`src/rtl/tile_label.sv`:
```
// Tile label generator: converts a 2^exp tile value to decimal, centres the label in its tile,
// and streams glyph code and cell position to the renderer cell by cell.
module tile_label #(
  parameter int CHAR_W = 16,
  parameter int CHAR_H = 32,
  parameter int TILE_W = 100,
  parameter int TILE_H = 100
) (
  input  logic       clk,
  input  logic       rst,
  input  logic       load,
  input  logic [3:0] exp,
  input  logic [9:0] tile_x,
  input  logic [9:0] tile_y,
  input  logic [9:0] x,
  input  logic [9:0] y,
  output logic [3:0] char,
  output logic [9:0] posx,
  output logic [9:0] posy,
  output logic       label_valid,
  output logic       busy
);

  // state  | meaning
  // IDLE   | committed label is being scanned, waiting for load
  // CONV   | double-dabble, one shift-and-add-3 step per clk
  // COMMIT | publish digits, length and placement of the new label
  typedef enum logic [1:0] {IDLE, CONV, COMMIT} state_t;

  localparam int         LG       = $clog2(CHAR_W);
  localparam logic [9:0] POSY_OFF = 10'((TILE_H - CHAR_H) / 2);

  state_t      state, state_nx;
  logic [3:0]  iter_cnt;
  logic [11:0] value;
  logic [15:0] bcd, bcd_adj;
  logic [9:0]  tx_q, ty_q;
  logic        empty_q;
  logic        valid_exp;

  logic [15:0] c_digits;
  logic [2:0]  c_n;
  logic [9:0]  c_start;

  logic [2:0]  n_c;
  logic [9:0]  span_c, start_c;

  logic [9:0]  off, k;
  logic [2:0]  sel;
  logic        hit;
  logic [3:0]  char_c;
  logic [9:0]  posx_c;

  // y only matters for the renderer's vertical windowing
  logic unused_y;
  assign unused_y = ^y;

  assign valid_exp = (exp != 4'd0) && (exp < 4'd12);
  assign busy      = (state != IDLE);

  always_ff @(posedge clk or posedge rst) begin
    if (rst) state <= IDLE;
    else     state <= state_nx;
  end

  always_comb begin
    state_nx = state;
    if (load) begin
      state_nx = valid_exp ? CONV : COMMIT;
    end else begin
      case (state)
        CONV:    if (iter_cnt == 4'd0) state_nx = COMMIT;
        COMMIT:  state_nx = IDLE;
        default: state_nx = state;
      endcase
    end
  end

  always_comb begin
    bcd_adj = bcd;
    for (int i = 0; i < 4; i++) begin
      if (bcd[4*i +: 4] >= 4'd5) bcd_adj[4*i +: 4] = bcd[4*i +: 4] + 4'd3;
    end
  end

  // load has priority so a new request restarts an in-flight conversion
  always_ff @(posedge clk or posedge rst) begin
    if (rst) begin
      iter_cnt <= 4'd0;
      value    <= 12'd0;
      bcd      <= 16'd0;
      tx_q     <= 10'd0;
      ty_q     <= 10'd0;
      empty_q  <= 1'b0;
    end else if (load) begin
      iter_cnt <= 4'd11;
      value    <= valid_exp ? (12'd1 << exp) : 12'd0;
      bcd      <= 16'd0;
      tx_q     <= tile_x;
      ty_q     <= tile_y;
      empty_q  <= !valid_exp;
    end else if (state == CONV) begin
      {bcd, value} <= {bcd_adj[14:0], value, 1'b0};
      if (iter_cnt != 4'd0) iter_cnt <= iter_cnt - 4'd1;
    end
  end

  always_comb begin
    n_c = 3'd0;
    if (!empty_q) begin
      if      (bcd[15:12] != 4'd0) n_c = 3'd4;
      else if (bcd[11:8]  != 4'd0) n_c = 3'd3;
      else if (bcd[7:4]   != 4'd0) n_c = 3'd2;
      else if (bcd[3:0]   != 4'd0) n_c = 3'd1;
    end
    span_c  = 10'(TILE_W) - ({7'd0, n_c} << LG);
    start_c = tx_q + (span_c >> 1);
  end

  always_ff @(posedge clk or posedge rst) begin
    if (rst) begin
      c_digits    <= 16'd0;
      c_n         <= 3'd0;
      c_start     <= 10'd0;
      posy        <= 10'd0;
      label_valid <= 1'b0;
    end else if (state == COMMIT) begin
      c_digits    <= empty_q ? 16'd0 : bcd;
      c_n         <= n_c;
      c_start     <= start_c;
      posy        <= ty_q + POSY_OFF;
      label_valid <= (n_c != 3'd0);
    end
  end

  // +1 lookahead: the registered output lines up with the beam's current pixel
  always_comb begin
    off    = (x + 10'd1) - c_start;
    k      = off >> LG;
    hit    = label_valid && (k < {7'd0, c_n});
    sel    = c_n - 3'd1 - k[2:0];
    char_c = 4'ha;
    posx_c = c_start;
    if (hit) begin
      char_c = c_digits[{sel[1:0], 2'b00} +: 4];
      posx_c = c_start + (k << LG);
    end
  end

  always_ff @(posedge clk or posedge rst) begin
    if (rst) begin
      char <= 4'ha;
      posx <= 10'd0;
    end else begin
      char <= char_c;
      posx <= posx_c;
    end
  end

endmodule

```
`config.mk`:
```
export PLATFORM = sky130hd
export DESIGN_NAME = tile_label
export DESIGN_NICKNAME = d
export VERILOG_FILES = /design/src/rtl/tile_label.sv
export SDC_FILE = /design/constraint.sdc
export NUM_CORES = 1
export LEC_CHECK = 0
export CORE_MARGIN = 10
export CORE_UTILIZATION = 50
export DETAILED_ROUTE_END_ITERATION = 8
export PLACE_DENSITY = 0.73
export SLEW_MARGIN = 10
export SYNTH_ARGS = -nofsm -noshare
export SYNTH_HDL_FRONTEND = slang
export SYNTH_SLANG_ARGS = --single-unit
```
`constraint.sdc`:
```
create_clock -name clk -period 13 [get_ports clk]
set_clock_uncertainty 0.2 [all_clocks]
set_input_delay 3.9 -clock clk [delete_from_list [all_inputs] [get_ports clk]]
set_output_delay 3.9 -clock clk [all_outputs]
set_load 0.01 [all_outputs]
```
# Yosys cells after proc, flatten, opt, wreduce, memory -nomap -nowiden
# Index checks and enable logic that the tools add are counted.
[classes] add_sub_neg=13 order_cmp=6 n_eq_ne=3 n_shift=2 muxes=24 reduce_logical=17
[ops] operator="16-bit two-way mux" count=3
[ops] operator="12-bit two-way mux" count=3
[ops] operator="4-bit two-way mux" count=7
[ops] operator="4-bit nonzero test" count=6
[ops] operator="4-bit by 3-bit greater-or-equal comparator with 1-bit output (second input constant)" count=4
[ops] operator="16-bit by 5-bit variable part select with 4-bit output" count=1
[ops] operator="4-bit by 2-bit adder with 4-bit output (second input constant)" count=3
[ops] operator="1-bit by 4-bit << shifter with 12-bit output (first input constant)" count=1
[ops] operator="10-bit by 1-bit adder with 10-bit output (second input constant)" count=1
[ops] operator="10-bit adder" count=1
[ops] operator="10-bit by 6-bit adder with 10-bit output (second input constant)" count=1
[ops] operator="10-bit by 9-bit adder with 10-bit output" count=1
[ops] operator="10-bit two-way mux" count=1
[ops] operator="2-bit two-way mux" count=5
[ops] operator="10-bit subtractor" count=1
[ops] operator="3-bit two-way mux" count=3
[ops] operator="7-bit by 7-bit subtractor with 8-bit output (first input constant)" count=1
[ops] operator="6-bit by 3-bit less-than comparator with 1-bit output" count=1
[ops] operator="2-bit nonzero test" count=3
[ops] operator="3-bit nonzero test" count=2
[ops] operator="4-bit logical NOT" count=1
[ops] operator="4-bit less-than comparator (second input constant)" count=1
[ops] operator="2-bit case mux with 2 select lines" count=1
[ops] operator="2-bit AND reduction" count=2
[ops] operator="10 further kinds" count=11
[totals] register_bits=109 output_inout_bits=26 elab_cells=79

# Logic depth before layout (Yosys ltp)
[depth] depth_word=8 depth_mapped=16 depth_no_buf=16

# Least setup slack after synthesis
# No wires, ideal clock.
[synth_timing] path_type="input port to flip-flop" startpoint="input x[2]" endpoint="register posx[4]" setup_ns=0.125 arrival_time_ns=6.796 slack_ns=5.879 path_stages=12 path_buffers=1 path_cell_list="ha_1 ha_1 or3_1 o22ai_4 xnor2_1 ha_1 nor2b_1 o21ai_0 and3b_1 or4b_1 buf_6 mux2_4"
[synth_via] elab_chain_len=5
[synth_rtl] element="from (decl)" line="15" rtl="input logic [9:0] x,"
[synth_rtl] element="10-bit by 1-bit adder with 10-bit output (*)" line="138" rtl="off = (x + 10'd1) - c_start;"
[synth_rtl] element="10-bit subtractor (*)" line="138"
[synth_rtl] element="branches (longest 2 deep; another with 10-bit adder)"
[synth_rtl] element="10-bit two-way mux (*)" line="144" rtl="if (hit) begin"
[synth_rtl] element="named net posx_c[4]" line="52" rtl="logic [9:0] posx_c;"
[synth_rtl] element="to (signal assigned)" line="156" rtl="posx <= posx_c;"
[synth_rtl] element="to (decl)" line="18" rtl="output logic [9:0] posx,"
# Mark *: on every way through the listed nets, which the timed path passes.
# A chain may end at the register's enable or synchronous reset.

# Worst setup path in the final report
[layout_timing] startpoint="input x[2]" endpoint="register posx[5]"
# The elaborated chain is that of the path after synthesis.

==> results.md <==
- The final hold violation count came to 0.
- Global routing finished with a remaining overflow of 0.
- Data arrives at the worst endpoint at between 7000 and 8000 ps.
- The count of non-filler cells in the finished layout is 770.
- The initial utilization of the core area, before any placement, comes to 0.509.
- In this run the static leakage power is just over 3 nW.
- IR analysis of the VDD net gives a maximum drop of 0.153 mV.
- The via count of the first global-routing pass is roughly 4200.
- In this run the most critical hold path is launched from c_start[3].
- Of the synthesized area, sequential elements account for 0.470.
- The pre-antenna-repair detailed-routing pass consisted of 4 iterations.
- The global-route usage over all layers is 0.144.
- The tool flagged a number of max-cap violations equal to 0.
- The largest single stage delay on the critical path is roughly 660 ps.
- The flow ran to the end, and the final reports show no timing, DRC or antenna violations.
- For the pin with the worst max-slew slack, the measured transition is between 1000 and 1500 ps.
- Summing every instance area after synthesis gives roughly 5800 sq um.
- The hold-fix buffer count after cts is 0.
- Setup repair after global routing left no endpoint under its margin.
- Counting both buffers and inverters, the worst setup path holds a total of 1.
- The startpoint identified for the worst register-to-register timing path is c_start[2].
- The number of routed nets with antenna violations is 0.
- Compared with the post-synthesis result, the final layout area differs by 18.5%.
- Of the total synthesized cell area, the portion taken by full adders, half adders and majority gates is 0.0983.
- The initial antenna violation count came to 0.
- The signal on the critical path passes through clkdlybuf4s50_1, ha_1, ha_1, or3_1, o22ai_4, xnor2_1, ha_1, nor2b_1, o21ai_0, and3b_1, or4b_1, mux2_4.
- The number of placed instances with taps included is roughly 750.
- The H-tree was split into 3 levels.
- The number of buffers on the longest clock path is 2.
- By startpoint and endpoint, the worst setup path is classified as in -> reg.
- The routed wirelength normalized by instance count is about 15 um.
- The die covers 16300 sq um.
- The hold path depth is 0.
- Based on the critical path, the design can be clocked at up to 132 MHz.
- Of the total synthesized cell area, the portion taken by AND, OR, NAND and NOR gates is 0.120.
- The global-route wire length before repair is 19.9 mm.
- The later pin in the worst-skew pair is clocked with a latency of approximately 350 ps.
- On the critical path the largest part of the delay comes from simple AND/OR/NAND/NOR gates.
- The routed layout has roughly 4200 vias.
- The register-to-register path setup slack is 8960 ps.
- The clock sink count is 109.
- Summing all placed instances gives a cell area of about 6600 sq um.
- Of the post-synthesis cell area, the part taken by muxes is 0.0838.
- The wire length after detailed routing is 11.7 mm.
- Of the total synthesized cell area, the portion taken by XOR and XNOR cells is 0.0468.
- The final clock period utilization by the worst path is 0.583.
- The width of the chip is about 130 um.
- The startpoint kind of the worst setup timing path is a primary input.
- The clock tree from TritonCTS is done.
- Buffers placed on the I/O ports in this run total 62.
- The tree is rooted in a sky130_fd_sc_hd__clkbuf_16.
- The number of cell rows is 39.
- The number of standard cells after synthesis is approximately 570.
- With fillers left out, the area of the finished cells amounts to a little under 7000 sq um.
- After synthesis, the largest family of logic cells by area is compound AO/OA/AOI/OAI gates.
- Of the cells placed in the final design, the portion with a size suffix greater than 1 is 0.0973.
- The critical path crosses 12 cells after its start point.
- STA classifies the critical path endpoint as a flip-flop.
- In this run, synthesis produced a sequential element count of about 110.
- The count of pins over their slew limit came to 0.
- The final-layout setup total negative slack is 0 ps.
- The number of distinct library cells after synthesis is between 50 and 60.
- The type of the worst min-delay path is reg -> reg.
- The number of vias per cell is between 5 and 6.
- In this run the tightest slew margin relative to its limit is 0.218.
- The shortest clock period the worst path allows after layout is 7580 ps.
- The core region is 11400 sq um.
- The final weighted congestion of routability-driven global placement is between 0.7 and 0.8.
- 0 antenna diodes ended up in the layout.
- Counting cells, the worst reg-to-reg path comes to 12.
- The CTS clock-pin slew for the worst setup and hold paths is approximately 70 ps.
- In the routed design, unresolved DRC markers number 0.
- The number of setup buffers added after CTS is 0.
- The total I/O pin count is between 70 and 80.
- The slowest cell on the critical path is sky130_fd_sc_hd__or4b_1.
- Of all nets on the critical path, the largest fanout is 9.
- The number of synthesized flops with an enable pin is 0.
- For the worst setup path, the data required time is 13030 ps.
- A synthesized cell averages 10.3 sq um.
- Setup violations remaining at the end of the flow were counted as 0.
- For this design the ratio of total power to cell area is 196 nW/um^2.
- For this block, the initial DRC count from the detailed router was between 300 and 400.
- At the end of the flow, the number of nets in the layout was around 710.
- In this run the vertical extent of the chip is roughly 130 um.
- The dominant cell type by count on the critical path is sky130_fd_sc_hd__ha_1.
- The HPWL after detailed placement is 8.48 mm.
- Entering global routing, the biggest net connects 83 pins.
- The number of instances resized during post-cts repair is 0.
- The fraction of the mapped netlist area in compound gates came to 0.142.
- The fraction of synthesis flops using an asynchronous set or reset pin is 1.00.
- Tracing the worst setup path back leads to its startpoint at x[2].
- In the synthesized netlist the dominant register cell turns out to be sky130_fd_sc_hd__dfrtp_1.
- The clock buffer count from CTS is 9.
- For this run, the number of Yosys warnings is 0.
[worst paths after layout]
check,endpoint
setup / recovery,posx[5]
hold / removal,posx[3]
setup reg to reg,posx[5]
hold reg to reg,posx[3]
max in group asynchronous,state[1]
min in group asynchronous,char[0]
[routing by layer]
layer  global-route usage  wire length [um]  part of all wire  vias to the layer above
met5                    0                 0                 0                        -
met4               0.0417                93            0.0079                        0
met3               0.0318               460             0.039                        7
met2                0.241              5870              0.50                       55
met1                0.184              5290              0.45                     2042
li1                     -                 -                 -                     2083
[placed cells by master, fill, tap and decap left out, types with 4 or more instances in the layout]
cell and count:
sky130_fd_sc_hd__dfrtp_1 107, sky130_fd_sc_hd__nand2_1 76, sky130_fd_sc_hd__clkdlybuf4s50_1 61, sky130_fd_sc_hd__ha_1 44, sky130_fd_sc_hd__o21ai_0 43, sky130_fd_sc_hd__inv_1 34
sky130_fd_sc_hd__nor2_1 28, sky130_fd_sc_hd__a21oi_1 27, sky130_fd_sc_hd__mux2_2 25, sky130_fd_sc_hd__xnor2_1 16, sky130_fd_sc_hd__xor2_1 15, sky130_fd_sc_hd__o21a_1 14
sky130_fd_sc_hd__o22ai_1 11, sky130_fd_sc_hd__o31ai_1 11, sky130_fd_sc_hd__nand2b_1 10, sky130_fd_sc_hd__clkbuf_16 9, sky130_fd_sc_hd__nand3_1 8, sky130_fd_sc_hd__mux2i_1 7
sky130_fd_sc_hd__nor3b_1 6, sky130_fd_sc_hd__a211oi_1 5, sky130_fd_sc_hd__a21o_1 5, sky130_fd_sc_hd__mux4_2 4
[state kept, by name, indices dropped and copies added (netlist names)]
signal,cells
posy,10
ty_q,10
empty_q,1
char,4
c_n,3
bcd,16
state,2
label_valid,1
c_digits,16
tx_q,10
value,12
iter_cnt,4
posx,10
c_start,10
[synthesized netlist by cell type, types with 3 or more instances]
cell type	number	area share
sky130_fd_sc_hd__a211o_1	3	0.0045
sky130_fd_sc_hd__a211oi_1	5	0.0065
sky130_fd_sc_hd__a21o_1	5	0.0065
sky130_fd_sc_hd__a21oi_1	27	0.023
sky130_fd_sc_hd__a31oi_1	3	0.0032
sky130_fd_sc_hd__buf_1	4	0.0026
sky130_fd_sc_hd__clkbuf_1	16	0.010
sky130_fd_sc_hd__dfrtp_1	107	0.46
sky130_fd_sc_hd__ha_1	44	0.095
sky130_fd_sc_hd__inv_1	35	0.023
sky130_fd_sc_hd__mux2_2	25	0.048
sky130_fd_sc_hd__mux2_4	3	0.0078
sky130_fd_sc_hd__mux2i_1	7	0.012
sky130_fd_sc_hd__mux4_2	4	0.016
sky130_fd_sc_hd__nand2_1	77	0.050
sky130_fd_sc_hd__nand2b_1	10	0.011
sky130_fd_sc_hd__nand3_1	8	0.0069
sky130_fd_sc_hd__nor2_1	28	0.018
sky130_fd_sc_hd__nor3_1	3	0.0026
sky130_fd_sc_hd__nor3b_1	6	0.0078
sky130_fd_sc_hd__o21a_1	14	0.018
sky130_fd_sc_hd__o21ai_0	43	0.037
sky130_fd_sc_hd__o22ai_1	11	0.012
sky130_fd_sc_hd__o31ai_1	11	0.014
sky130_fd_sc_hd__xnor2_1	16	0.024
sky130_fd_sc_hd__xor2_1	15	0.023
[power breakdown]
group / switching (W) / internal [W]
combinational: 0.000299 / 0.000296
sequential: 0.0000450 / 0.000406
clock: 0.000130 / 0.000172
total: 0.000474 / 0.000875
[kinds of logic (layout without fill, tap and decap cells)]
group	count (synthesis)	in the layout
other cells	1	3
simple gates	151	151
xor+xnor	31	31
flops	109	109
mux	39	39
fa+ha+maj	45	45
compound gates	132	132
buf+inv	57	117
[stage by stage]
step                       util  total power, W  worst slack, ps  hold slack (ps)
after floorplan               -        0.000884             5880              154
after global placement    0.574         0.00103             5100              163
after detailed placement  0.574         0.00106             5030              160
after CTS                 0.602         0.00136             5390              174
after global routing      0.602         0.00146             5200              203
final                     0.602         0.00135             5420              174
[cell type report]
cell class	count	area, sq um
inverters	36	138
clock buffers	9	225
repair buffers	65	638
clock inverters	7	104
well taps	143	179
fillers	943	4540
multi-input cells	401	2870
flip-flops and latches	109	2730
Power figures use the tool's default switching activity.
